### src/rtl/fetch_pkg.sv
// Shared definitions for the instruction fetch stage: FSM states and
// architectural constants used by fetch_unit and ifid_reg.
package fetch_pkg;

   typedef enum logic [1:0] {
      IDLE  = 2'd0,
      FETCH = 2'd1,
      HOLD  = 2'd2
   } fetch_state_t;

   localparam logic [31:0] PC_RESET = 32'h0000_0000;
   localparam logic [31:0] PC_STEP  = 32'h0000_0004;
   localparam logic [31:0] NOP      = 32'h0000_0013;

endpackage

### src/rtl/ifid_reg.sv
// IF/ID pipeline register. Priority per cycle: reset, flush (bubble),
// stall (hold), load (new instruction), bubble, otherwise hold.
// A bubble keeps the previous pc field and only clears valid/instr.
module ifid_reg
   import fetch_pkg::*;
(
   input  logic        clk_i,
   input  logic        rst_i,
   input  logic        flush_i,
   input  logic        stall_i,
   input  logic        load_i,
   input  logic        bubble_i,
   input  logic [31:0] pc_i,
   input  logic [31:0] instr_i,
   output logic [31:0] pc_o,
   output logic [31:0] instr_o,
   output logic        valid_o
);

   logic [31:0] r_pc;
   logic [31:0] r_instr;
   logic        r_valid;

   // Update the IF/ID contents according to flush/stall/load/bubble priority.
   always_ff @(posedge clk_i) begin
      // NOTE: state uses non-blocking assignments so every register samples
      // pre-edge values, independent of block ordering in simulation.
      if (!rst_i) begin
         r_pc    <= PC_RESET;
         r_instr <= NOP;
         r_valid <= 1'b0;
      end else if (flush_i) begin
         r_instr <= NOP;
         r_valid <= 1'b0;
      end else if (stall_i) begin
         r_valid <= r_valid;
      end else if (load_i) begin
         r_pc    <= pc_i;
         r_instr <= instr_i;
         r_valid <= 1'b1;
      end else if (bubble_i) begin
         r_instr <= NOP;
         r_valid <= 1'b0;
      end
   end

   assign pc_o    = r_pc;
   assign instr_o = r_instr;
   assign valid_o = r_valid;

endmodule

### src/rtl/fetch_unit.sv
// Instruction fetch stage: IDLE/FETCH/HOLD controller, program counter,
// one-entry holding buffer for instructions that arrive while the pipeline
// is stalled, and kill tracking for redirects that hit an outstanding request.
module fetch_unit
   import fetch_pkg::*;
(
   input  logic        clk_i,
   input  logic        rst_i,
   input  logic        start_i,
   input  logic        PCWrite_i,
   input  logic        IFIDStall_i,
   input  logic        IFIDFlush_i,
   input  logic [31:0] branch_target_i,
   output logic        imem_req_o,
   output logic [31:0] imem_addr_o,
   input  logic        imem_ready_i,
   input  logic [31:0] imem_data_i,
   output logic [31:0] pc_IFID_o,
   output logic [31:0] instr_IFID_o,
   output logic        valid_IFID_o
);

   fetch_state_t r_state;
   logic [31:0]  r_pc;
   logic         r_req;
   logic         r_buf_valid;
   logic [31:0]  r_buf_pc;
   logic [31:0]  r_buf_instr;
   logic         r_kill;
   logic [31:0]  r_kill_target;

   logic         w_advance;
   logic         w_ifid_load;
   logic         w_ifid_bubble;
   logic [31:0]  w_ifid_pc;
   logic [31:0]  w_ifid_instr;

   // The pipeline may accept a new instruction only when neither stall nor PC freeze is active.
   assign w_advance = !IFIDStall_i && PCWrite_i;

   // Select what the IF/ID register receives this cycle (flush/stall priority lives in ifid_reg).
   always_comb begin
      // NOTE: every output gets a default first so no path infers a latch.
      w_ifid_load   = 1'b0;
      w_ifid_bubble = 1'b0;
      w_ifid_pc     = r_buf_pc;
      w_ifid_instr  = r_buf_instr;
      case (r_state)
         FETCH: begin
            if (imem_ready_i && !r_kill && w_advance) begin
               w_ifid_load  = 1'b1;
               w_ifid_pc    = r_pc;
               w_ifid_instr = imem_data_i;
            end else if (!imem_ready_i || r_kill) begin
               w_ifid_bubble = 1'b1;
            end
         end
         HOLD: begin
            w_ifid_load = r_buf_valid && w_advance;
         end
         default: begin
         end
      endcase
   end

   // Controller, PC, holding buffer and kill tracking.
   always_ff @(posedge clk_i) begin
      if (!rst_i) begin
         r_state       <= IDLE;
         r_pc          <= PC_RESET;
         r_req         <= 1'b0;
         r_buf_valid   <= 1'b0;
         r_buf_pc      <= PC_RESET;
         r_buf_instr   <= NOP;
         r_kill        <= 1'b0;
         r_kill_target <= PC_RESET;
      end else begin
         case (r_state)
            IDLE: begin
               if (IFIDFlush_i) r_pc <= branch_target_i;
               if (start_i) begin
                  r_state <= FETCH;
                  r_req   <= 1'b1;
               end
            end
            FETCH: begin
               if (imem_ready_i) begin
                  if (IFIDFlush_i) begin
                     // Transfer completes but is dropped; redirect immediately.
                     r_pc   <= branch_target_i;
                     r_kill <= 1'b0;
                  end else if (r_kill) begin
                     // Killed transfer finally completes: discard and redirect.
                     r_pc   <= r_kill_target;
                     r_kill <= 1'b0;
                  end else if (w_advance) begin
                     r_pc <= r_pc + PC_STEP;
                  end else begin
                     r_buf_valid <= 1'b1;
                     r_buf_pc    <= r_pc;
                     r_buf_instr <= imem_data_i;
                     r_state     <= HOLD;
                     r_req       <= 1'b0;
                  end
               end else if (IFIDFlush_i) begin
                  // Request must stay stable until it completes; remember the redirect.
                  r_kill        <= 1'b1;
                  r_kill_target <= branch_target_i;
               end
            end
            HOLD: begin
               if (IFIDFlush_i) begin
                  r_buf_valid <= 1'b0;
                  r_pc        <= branch_target_i;
                  r_state     <= FETCH;
                  r_req       <= 1'b1;
               end else if (w_advance) begin
                  r_buf_valid <= 1'b0;
                  r_pc        <= r_pc + PC_STEP;
                  r_state     <= FETCH;
                  r_req       <= 1'b1;
               end
            end
            default: begin
               r_state <= IDLE;
               r_req   <= 1'b0;
            end
         endcase
      end
   end

   assign imem_req_o  = r_req;
   assign imem_addr_o = r_pc;

   ifid_reg u_ifid_reg (
      .clk_i    (clk_i),
      .rst_i    (rst_i),
      .flush_i  (IFIDFlush_i),
      .stall_i  (IFIDStall_i),
      .load_i   (w_ifid_load),
      .bubble_i (w_ifid_bubble),
      .pc_i     (w_ifid_pc),
      .instr_i  (w_ifid_instr),
      .pc_o     (pc_IFID_o),
      .instr_o  (instr_IFID_o),
      .valid_o  (valid_IFID_o)
   );

endmodule

### config.mk
export PLATFORM = sky130hd
export DESIGN_NAME = fetch_unit
export DESIGN_NICKNAME = d
export VERILOG_FILES = /design/src/rtl/fetch_pkg.sv /design/src/rtl/ifid_reg.sv /design/src/rtl/fetch_unit.sv
export SDC_FILE = /design/constraint.sdc
export NUM_CORES = 1
export LEC_CHECK = 0
export CAP_MARGIN = 15
export CELL_PAD_IN_SITES_DETAIL_PLACEMENT = 2
export CELL_PAD_IN_SITES_GLOBAL_PLACEMENT = 2
export CORE_MARGIN = 2
export CORE_UTILIZATION = 28
export CTS_BUF_LIST = sky130_fd_sc_hd__clkbuf_16
export CTS_CLUSTER_SIZE = 30
export DETAILED_ROUTE_END_ITERATION = 6
export MAX_ROUTING_LAYER = met4
export PLACE_DENSITY_LB_ADDON = 0.1
export SKIP_CTS_REPAIR_TIMING = 1
export SLEW_MARGIN = 20
export SYNTH_ARGS = -nofsm -noshare
export SYNTH_HDL_FRONTEND = slang
export SYNTH_SLANG_ARGS = --single-unit
### constraint.sdc
create_clock -name clk_i -period 2.3 [get_ports clk_i]
set_input_delay 0.345 -clock clk_i [delete_from_list [all_inputs] [get_ports clk_i]]
set_output_delay 0.345 -clock clk_i [all_outputs]
set_load 0.005 [all_outputs]
Word level (Yosys, flattened, before mapping)
Index checks and enable logic that the tools add are counted.
Widths: inputs -> output; s select.
{ "totals": {"output_inout_bits": 98, "ff_bits": 198} }
{ "classes": {"eq_ne": 9, "muxes": 45, "n_bitwise": 6, "reduce_logical": 22, "n_addsub": 1} }
{ "ops": {"columns": ["cell", "n"], "rows": [
  ["$mux 32", 12],
  ["$pmux 32 s3", 1],
  ["$add 32x3->32 const B", 1],
  ["$mux 1", 21],
  ["$mux 2", 7],
  ["$ne 2x2->1 const B", 6],
  ["$reduce_and 6->1", 2],
  ["$reduce_and 3->1", 3],
  ["$not 1->1", 6],
  ["$pmux 2 s3", 1],
  ["$reduce_bool 2->1", 3],
  ["$reduce_and 5->1", 1],
  ["$logic_and 1x1->1", 4],
  ["$pmux 1 s2", 2],
  ["$reduce_and 2->1", 2],
  ["$logic_not 1->1", 3],
  ["$ne 3x3->1 const B", 1],
  ["$pmux 1 s3", 1],
  ["$reduce_bool 3->1", 1],
  ["$eq 2x1->1 const B", 1],
  ["$eq 2x2->1 const B", 1],
  ["$logic_not 2->1", 1],
  ["$reduce_or 2->1", 1],
  ["$logic_or 1x1->1", 1]
]} }

Depth between registers and ports, before layout
Gate-level depths: netlist of the first run.
{ "depth": {"depth_word": 7, "ltp_mapped": 10} }

By module
A second synthesis of the first run with hierarchy kept.
{ "unflattened": {"cells_unflattened": 1133, "area_unflattened_um2": 9477.8} }
{ "modules_own_cells": {"columns": ["module", "instances", "area_per_inst_um2", "cells_each"], "rows": [
  ["fetch_unit", 1, 7131.8, 908],
  ["ifid_reg", 1, 2346.0, 225]
]} }

Least setup slack after synthesis of the first run
No wires, ideal clock.
{ "synth_path": {"kind": "reg2reg", "start": "register r_state[0]", "end": "register r_pc[27] (netlist: imem_addr_o[27])", "required_time_ns": 2.221, "arrival_time_ns": 2.268, "n_path_buf": 1, "stages_incl_launch_ff": 9, "path_slack_ns": -0.047, "synth_period_minus_slack_ns": 2.347, "path_cell_list": "dfxtp_1 inv_1 ha_1 buf_2 or3b_2 nor4b_1 o21ai_0 or4_1 o211ai_1"} }
{ "synth_via": {"elab_chain_cells": 3} }
{ "synth_rtl": {"columns": ["element", "line", "text"], "rows": [
  ["start, declared", "fetch_unit.sv:23", "fetch_state_t r_state;"],
  ["start signal, assigned", "fetch_unit.sv:69", "r_state <= IDLE;"],
  ["start signal, assigned", "fetch_unit.sv:82", "r_state <= FETCH;"],
  ["start signal, assigned", "fetch_unit.sv:102", "r_state <= HOLD;"],
  ["$eq 2x1->1 (tied with other cells)", "fetch_unit.sv:78", "case (r_state)"],
  ["$ne 2x2->1 (no line) or $reduce_bool 3->1 (tied branches)", null, null],
  ["$reduce_and 3->1 (no line)", null, null],
  ["end signal, assigned", "fetch_unit.sv:80", "if (IFIDFlush_i) r_pc <= branch_target_i;"],
  ["end signal, assigned", "fetch_unit.sv:90", "r_pc <= branch_target_i;"],
  ["end signal, assigned", "fetch_unit.sv:94", "r_pc <= r_kill_target;"],
  ["end, declared", "fetch_unit.sv:24", "logic [31:0] r_pc;"]
]} }
Several ways; a longest one is shown, not always the timed one.
A chain may end at the register's enable or synchronous reset.

Final worst setup path of the first run
{ "layout_path": {"start": "register r_state[0]", "end": "register r_pc[30] (netlist: imem_addr_o[30])"} }
The elaborated chain is that of the path after synthesis.

==> impl_metrics.json, run 1 <==
{
  "initial_core_util": 0.282,
  "wl_per_cell_microns": 21.0,
  "dp_hpwl_microns": 27600,
  "setup_viol": 0,
  "synth_top_area_frac": 0.420,
  "cts_root_buf": "clkbuf_16",
  "die-area_sq_um": 35000,
  "hold_violations": 0,
  "maxSlewHeadroom": 0.585,
  "crit_fanout": 6,
  "dp_slack_ns": -0.243,
  "ys_seq_area_frac": 0.420,
  "via_per_inst": 5.21,
  "worst_pin_slew_ns": 0.622,
  "grt_pass1_wl_microns": 59900,
  "p_leak_nw": 4.39,
  "p_total_mw": 12.2,
  "grt_max_degree": 63,
  "antenna_found_initial": 1,
  "power.clock.fraction": 0.268,
  "skew_ns": 0.0111,
  "fp.coreArea_sq_um": 33300,
  "overflow": 0,
  "path_clk_slew_ns": 0.08,
  "critPathRequiredTime_ns": 2.70,
  "row_count": 67,
  "synth_seq_cells": 197,
  "drv_slew": 0,
  "gp_congestion": 0.841,
  "intPower_mw": 7.77,
  "drtIter0Drc": 402,
  "track_usage": 0.227,
  "postRouteAntennaNets": 0,
  "net-switching-power_mw": 4.42,
  "status": "finished, final reports clean",
  "io_pins": 169,
  "rsz0062_at_grt": "true",
  "synth_ff_type": "dfxtp_1",
  "place_inst": 1793,
  "cts_buffer_depth": 2,
  "final_nets": 1442,
  "setup_ws_ns": 0.0894,
  "period_share": 0.961,
  "pwr-share-comb": 0.398,
  "max-vdd-ir-drop_v": 0.000729,
  "tns_ns": 0,
  "seqPwrFrac": 0.335,
  "dr.pass1.iters": 4,
  "fmax_mhz": 452,
  "hold_path_class": "register to register",
  "fin_cells": 1828,
  "first_global_vias": 10300,
  "cap_violations": 0,
  "num_vias": 9517,
  "ys_types": 72,
  "synthArstFlopShare": 0,
  "cts_made_buffers": 17,
  "synth.area.top_cells": "dfxtp_1, nand2_1, a21oi_1",
  "drc": 0,
  "die_w_microns": 187,
  "synth_enable_flop_cells": 0,
  "synth_cells": 1152,
  "synth_area_sq_um": 9380,
  "dieHeight_microns": 187,
  "period_minus_slack_ns": 2.21,
  "end_kind": "register",
  "synth_nets": 1227,
  "ys.warnings.count": 0,
  "post_dp_cell_area_sq_um": 12400,
  "crit_type": "register to register",
  "clkLatencyLatePin_ns": 0.46,
  "wirelength_microns": 38300,
  "cts_htree_levels": 4,
  "tritoncts": "done",
  "avgSynthCellArea_sq_um": 8.14,
  "worstSetupStartpointType": "register",
  "cts.sink_count": 197,
  "synth.largest_area_cell": "dfxtp_1",
  "final_cell_area_sq_um": 13100,
  "portBuffers": 168,
  "arrival_ns": 2.62,
  "syn2layout_area_growth_pct": 40.1,
  "drive_gt1_frac": 0.145,
  "power_density_nw_per_um2": 928,
  "switching_share": 0.363
}
power by group through the flow:
stage                     Sequential, mW  Combinational [mW]  Clock [mW]
after floorplan                     4.10                2.16           0
after global placement              4.13                4.61           0
after detailed placement            4.15                4.71           0
after CTS                           4.08                4.73        3.36
after global routing                4.13                5.24        3.51
final                               4.08                4.85        3.26
cells in the mapped netlist (4+ instances only):
master / count
nor3_1: 8
and4_1: 5
nand2_1: 219
xnor2_1: 5
a211oi_1: 41
nor2b_1: 6
nor2_1: 84
xor2_1: 5
a221o_1: 5
a21o_1: 4
inv_1: 15
clkbuf_1: 83
nor3b_1: 5
nand2b_1: 9
mux2i_1: 65
dfxtp_1: 197
and3_1: 10
a211o_1: 7
o21ai_0: 30
a221oi_1: 11
or2_2: 4
or3_1: 4
a2bb2oi_1: 30
nand3_1: 24
a31o_2: 4
o211ai_1: 7
and2_1: 6
o22ai_1: 10
ha_1: 4
a21oi_1: 130
o21a_1: 7
nand4_1: 13
o31ai_1: 5
nor4_1: 7
mux2_2: 4
o221ai_1: 6
buf_2: 13
worst max-delay path: stages, from the launching register on:
cell and delay (ns):
dfxtp_2 0.36, inv_1 0.09, ha_4 0.26, mux2i_2 0.32, nor2_1 0.12, buf_4 0.19, a221o_1 0.36, nor4_1 0.26
o31a_1 0.18
state kept, by name, summed over array words and instances (netlist names):
name	cells
imem_addr_o	32
r_buf_instr	32
r_buf_pc	32
r_buf_valid	1
r_kill	1
r_kill_target	32
r_state	2
u_ifid_reg.instr_o	32
u_ifid_reg.pc_o	32
u_ifid_reg.valid_o	1
path summary, 6_finish.rpt:
kind                                      from                            to  slack, ns  cells past startpoint
setup / recovery       r_state[0]$_SDFFE_PN0P_  imem_addr_o[30]$_SDFFE_PN0P_       0.09                      8
hold / removal    r_buf_instr[20]$_SDFFE_PN0P_  r_buf_instr[20]$_SDFFE_PN0P_       0.46                      2
setup reg to reg       r_state[0]$_SDFFE_PN0P_  imem_addr_o[30]$_SDFFE_PN0P_       0.09                      8
hold reg to reg   r_buf_instr[20]$_SDFFE_PN0P_  r_buf_instr[20]$_SDFFE_PN0P_       0.46                      2
cell families after synthesis:
logic type | count (synthesis) | synth area share
flip-flops | 197 | 0.420
adder cells (fa/ha/maj) | 4 | 0.00534
XOR/XNOR | 10 | 0.00934
buffers and inverters | 119 | 0.0507
AND/OR/NAND/NOR | 423 | 0.207
AO/OA/AOI/OAI | 330 | 0.233
multiplexers | 69 | 0.0742
stage by stage:
| stage | hold WS [ns] | util |
|---|---|---|
| floorplan | 0.431 | - |
| CTS | 0.448 | 0.391 |
| global placement | 0.441 | 0.373 |
| detailed placement | 0.449 | 0.373 |
| finish | 0.457 | 0.395 |
| global route | 0.474 | 0.395 |
layer usage:
metal  wire (microns)  part of all wire  vias to the layer above  global-route usage
li1                 -                 -                     4543                   -
met1            17100              0.45                     4747               0.282
met2            18500              0.48                      193               0.373
met3             2110             0.055                       34              0.0465
met4              662             0.017                        0              0.0620
met5                0                 0                        -                   -
area by class of cell:
type	instances	area, sq um
timing repair buffer	299	2890
multi-input combinational	836	5060
fill	3744	20100
clock inverter	14	184
clock buffer	17	425
antenna	1	2.50
tap	448	561
sequential	197	3950
inverter	16	62.6
cell usage in the layout, fill, tap and decap left out, drive strengths merged, types with 5 or more instances in the layout:
| master | synthesis | routed |
|---|---|---|
| nand3 | 25 | 25 |
| nor4 | 9 | 9 |
| o21ai | 31 | 31 |
| clkdlybuf4s50 | 0 | 168 |
| a2bb2oi | 30 | 30 |
| inv | 15 | 18 |
| a221oi | 11 | 11 |
| nor3 | 8 | 8 |
| a211o | 7 | 7 |
| o211ai | 7 | 7 |
| o221ai | 6 | 6 |
| o21a | 7 | 7 |
| nor2b | 6 | 6 |
| nor3b | 5 | 5 |
| xor2 | 5 | 5 |
| buf | 19 | 131 |
| a221o | 5 | 5 |
| clkinv | 1 | 7 |
| a211oi | 41 | 41 |
| o22ai | 10 | 10 |
| and4 | 5 | 5 |
| clkbuf | 84 | 17 |
| o31ai | 5 | 5 |
| nand2b | 9 | 9 |
| and3 | 10 | 10 |
| nor2 | 84 | 84 |
| and2 | 7 | 7 |
| a21oi | 130 | 130 |
| nand4 | 13 | 13 |
| nand2 | 219 | 219 |
| dfxtp | 197 | 197 |
| mux2i | 65 | 65 |
| xnor2 | 5 | 5 |
No activity file was read; power rests on OpenSTA's default activity.
==> inputs of run 2 (changes only) <==
- CTS_CLUSTER_SIZE: 30 -> 8
- TNS_END_PERCENT: unset -> 10
==> impl_metrics.json, run 2 (synthesized netlist as in run 1, its figures left out) <==
{
  "path_clk_slew_ns": 0.08,
  "max_stage_delay_ns": 0.46,
  "num_vias": 9510,
  "setup_viol": 0,
  "grt_max_degree": 63,
  "status": "finished, final reports clean",
  "worst_pin_slew_ns": 0.606,
  "p_leak_nw": 4.38,
  "path_cells": "inv_1 > ha_2 > nor2b_4 > buf_4 > nor3_2 > or4b_1 > a211o_1 > a21oi_1",
  "drc": 0,
  "drive_gt1_frac": 0.144,
  "clkLatencyLatePin_ns": 0.46,
  "final_cell_area_sq_um": 13100,
  "die-area_sq_um": 35000,
  "wl_per_cell_microns": 21.0,
  "gp_congestion": 0.841,
  "dp_hpwl_microns": 27600,
  "hold_path_class": "register to register",
  "period_minus_slack_ns": 2.20,
  "hold_ws_ns": 0.457,
  "worstSetupStartpointType": "register",
  "portBuffers": 168,
  "intPower_mw": 7.76,
  "arrival_ns": 2.59,
  "wirelength_microns": 38300,
  "via_per_inst": 5.21,
  "critPathRequiredTime_ns": 2.69,
  "cts.sink_count": 197,
  "max-vdd-ir-drop_v": 0.000724,
  "postRouteAntennaNets": 0,
  "power.clock.fraction": 0.268,
  "dr.pass1.iters": 4,
  "fmax_mhz": 455,
  "post_dp_cell_area_sq_um": 12400,
  "layout_common_cells": "nand2_1, dfxtp_1, clkdlybuf4s50_1, a21oi_1, buf_4",
  "hold_violations": 0,
  "cp_slowest_cell": "or4b_1",
  "track_usage": 0.227,
  "syn2layout_area_growth_pct": 39.9,
  "dieHeight_microns": 187,
  "crit_type": "register to register",
  "maxSlewHeadroom": 0.596,
  "place_inst": 1793,
  "power_density_nw_per_um2": 928,
  "die_w_microns": 187,
  "n_fill_cell": 3746,
  "mostFrequentLayoutCell": "nand2_1",
  "skew_ns": 0.0112,
  "antenna_found_initial": 1,
  "first_global_vias": 10300,
  "cts_buffer_depth": 2,
  "seqPwrFrac": 0.335,
  "utilization": 0.394,
  "initial_core_util": 0.282,
  "seq_area_sq_um": 3950,
  "cap_violations": 0,
  "net-switching-power_mw": 4.42,
  "io_pins": 169,
  "tritoncts": "done",
  "row_count": 67,
  "cts_htree_levels": 4,
  "fp.coreArea_sq_um": 33300,
  "final_nets": 1440,
  "drtIter0Drc": 388,
  "drv_slew": 0,
  "end_kind": "register",
  "overflow": 0,
  "switching_share": 0.363,
  "rsz0062_at_grt": "true",
  "fin_cells": 1826,
  "cts_root_buf": "clkbuf_16",
  "pwr-share-comb": 0.397,
  "grt_pass1_wl_microns": 59900,
  "crit_fanout": 9,
  "multi_input_area_sq_um": 5060,
  "cts_made_buffers": 17,
  "period_share": 0.956
}
-- run 2: cell count changes in the layout (fill, tap and decap cells not counted), sizes merged --
cell,previous run,this run
buf,131,129
-- run 2: worst max-delay path: cells and delay by family, from the launching register on --
kind,cells,cell delay [ns]
flops,1,0.37
fa+ha+maj,1,0.25
buf+inv,2,0.24
simple gates,3,0.83
compound gates,2,0.44
-- run 2: metal layers --
metal  global-route usage  part of all wire
met1                0.282              0.45
met2                0.373              0.48
met3               0.0465             0.049
met4               0.0620             0.017
met5                    -                 0
-- run 2: final timing paths --
| check | startpoint | to | slack, ns | cells after the start |
|---|---|---|---|---|
| min reg2reg | r_buf_instr[20]$_SDFFE_PN0P_ | r_buf_instr[20]$_SDFFE_PN0P_ | 0.46 | 2 |
| max | r_state[1]$_SDFFE_PN0P_ | imem_addr_o[16]$_SDFFE_PN0P_ | 0.10 | 8 |
| max reg2reg | r_state[1]$_SDFFE_PN0P_ | imem_addr_o[16]$_SDFFE_PN0P_ | 0.10 | 8 |
| min | r_buf_instr[20]$_SDFFE_PN0P_ | r_buf_instr[20]$_SDFFE_PN0P_ | 0.46 | 2 |
-- run 2: power by group through the flow --
stage / registers, mW / clock network (mW) / logic (mW)
final: 4.08 / 3.26 / 4.84
after global routing: 4.13 / 3.51 / 5.23
after CTS: 4.08 / 3.36 / 4.73
after detailed placement: 4.15 / 0 / 4.71
after global placement: 4.13 / 0 / 4.61
after floorplan: 4.10 / 0 / 2.16
-- run 2: layout make-up --
type                    count  share of cell area
repair buffers            297               0.219
flip-flops and latches    197               0.301
clock buffers              17              0.0324
well taps                 448              0.0427
clock inverters            14              0.0140
inverters                  16             0.00477
multi-input cells         836               0.386
diodes                      1            0.000191
-- run 2: through the flow --
step | setup TNS [ns] | power [mW] | setup WS (ns)
floorplan | -0.0166 | 6.26 | -0.0110
CTS | -1.68 | 12.2 | -0.235
detailed placement | -3.56 | 8.87 | -0.243
global placement | -0.763 | 8.74 | -0.197
global route | -0.281 | 12.9 | -0.0518
finish | 0 | 12.2 | 0.101
==> edit: new RTL, settings of run 2 <==
Register the input `branch_target_i` before use, with the module's reset. The logic sees it one clock later. The other inputs are not delayed to match.
--- a/src/rtl/fetch_unit.sv
+++ b/src/rtl/fetch_unit.sv
@@ -21,2 +21,12 @@
 );
+
+   logic [31:0] branch_target_q;
+
+   always_ff @(posedge clk_i) begin
+      if (!rst_i) begin
+         branch_target_q <= '0;
+      end else begin
+         branch_target_q <= branch_target_i;
+      end
+   end
 
@@ -79,3 +89,3 @@
             IDLE: begin
-               if (IFIDFlush_i) r_pc <= branch_target_i;
+               if (IFIDFlush_i) r_pc <= branch_target_q;
                if (start_i) begin
@@ -89,3 +99,3 @@
                      // Transfer completes but is dropped; redirect immediately.
-                     r_pc   <= branch_target_i;
+                     r_pc   <= branch_target_q;
                      r_kill <= 1'b0;
@@ -107,3 +117,3 @@
                   r_kill        <= 1'b1;
-                  r_kill_target <= branch_target_i;
+                  r_kill_target <= branch_target_q;
                end
@@ -113,3 +123,3 @@
                   r_buf_valid <= 1'b0;
-                  r_pc        <= branch_target_i;
+                  r_pc        <= branch_target_q;
                   r_state     <= FETCH;
Function: not settled (the Yosys comparison gave no result); the edit may change what the design does.
==> edit against run 2 <==
Design area up 6.1%. Area after synthesis up 7.6%. Highest routed layer unchanged. Wire length up 4.8%. Sequential cell count up 32. Cell count up 6.7%. Worst setup slack better by 0.025 ns. Power up 12%. Hold slack worse by 0.081 ns.
==> edit: results (changes against run 2) <==
stage;metric;value;unit;change
status;outcome;finished clean;;
critical_path;crit_slowest_cell;o21ai_0;;
clock_tree;insertion_delay;0.51;ns;+0.05 ns
logic_synthesis;synth_compound_area_frac;0.224;;-0.00910
critical_path;cp_max_fo;11;;+2
clock_tree;cts_buffers;34;;+17
logic_synthesis;avgSynthCellArea;7.91;µm²;-2.8%
timing;tightest_slew;0.715;ns;+0.109 ns
power_and_ir_drop;leakage;0.00476;µW;+8.8%
critical_path;arrival;2.56;ns;-0.03 ns
final_layout;drive_gt1_frac;0.121;;-0.0228
final_layout;diodes;0;;-1
global_routing;track_usage;0.215;;-0.0122
logic_synthesis;seq_area_frac_synth;0.454;;+0.0336
detailed_routing;dr.first_iter.drc_count;449;;+16%
logic_synthesis;synthTopCellsByArea;dfxtp_1 45%, nand2_1 13%, a21oi_1 7.3%;;
logic_synthesis;ys_types;63;;-13%
final_layout;nFillCells;4069;;+8.6%
timing;worst_clock_skew;0.0182;ns;+0.00695 ns
place;post-place-cells;1910;;+6.5%
hold_path;hold_class;in2reg;;
logic_synthesis;synthTopCellsByCount;346 x nand2_1, 229 x dfxtp_1, 148 x a21oi_1;;
place;dp_slack;-0.161;ns;+0.0820 ns
global_routing;grt_pass1_vias;10600;;+2.9%
logic_synthesis;yosys-mux-area-fraction;0.0114;;-0.0628
place;dp_hpwl;28600;µm;+3.8%
clock_tree;clkTransAtPathRegs;0.05;ns;-0.03 ns
detailed_routing;wirelength;40100;µm;+4.8%
place;gp_congestion;0.873;;+3.8%
detailed_routing;vias_per_cell;5.24;;+0.54%
[edit: cell count changes after synthesis, sizes merged, moves of 18 or more]
cell	delta
a211oi	-25
a21oi	+18
a2bb2oi	-29
a311oi	+58
and2	+29
dfxtp	+32
mux2i	-58
nand2	+128
[edit: worst max-delay path: cells and delay by family (launching register included)]
family          cells  cell delay (ns)
buf+inv             3             0.47
flops               1             0.33
simple gates        2             0.35
compound gates      3             0.58
fa+ha+maj           1             0.31
[edit: cells by family (layout without fill, tap and decap cells)]
logic type / after synthesis / in the layout
xor gates and xnor gates: 12 / 12
muxes: 11 / 11
adders and majority gates: 4 / 4
AOI/OAI and AO/OA: 342 / 342
DFF: 229 / 229
buffers and inverters: 123 / 335
and+or+nand+nor: 555 / 555
[edit: path summary, 6_finish.rpt]
check,startpoint,to,slack [ns],cells after the start
worst max-delay path,r_state[0],imem_addr_o[21],0.13,9
worst min-delay path,rst_i,r_buf_instr[0],0.38,3
worst max register to register,r_state[0],imem_addr_o[21],0.13,9
worst min register to register,r_buf_instr[12],r_buf_instr[12],0.46,2
[edit: area by class of cell]
cell class,instances,share of cell area
inverter,14,0.00395
sequential,229,0.329
multi-input combinational,924,0.366
tap,461,0.0414
clock buffer,35,0.0629
clock inverter,4,0.00144
timing repair buffer,282,0.195
[edit: per-layer routing]
layer | wire [µm] | share of wire | vias to the layer above | GRT usage
li1 | - | - | 4881 | -
met1 | 19900 | 0.50 | 5068 | 0.298
met2 | 18000 | 0.45 | 206 | 0.333
met3 | 1520 | 0.038 | 50 | 0.0273
met4 | 729 | 0.018 | 0 | 0.0483
met5 | 0 | 0 | - | -
[edit: metrics by stage]
step           utilization  area, µm²  power (µW)
6_report             0.392      13900       13700
5_1_grt              0.392      13900       14400
4_1_cts              0.390      13900       13800
3_5_place_dp         0.365      13000        9220
3_3_place_gp         0.365      13000        9120
2_1_floorplan            -      10100        6730
[edit: where the power goes]
part / switching, µW / total [µW] / leakage (µW) / internal [µW]
Combinational: 2600 / 4570 / 0.00245 / 1970
Sequential: 387 / 4700 / 0.00186 / 4310
Clock: 1740 / 4410 / 0.000452 / 2670
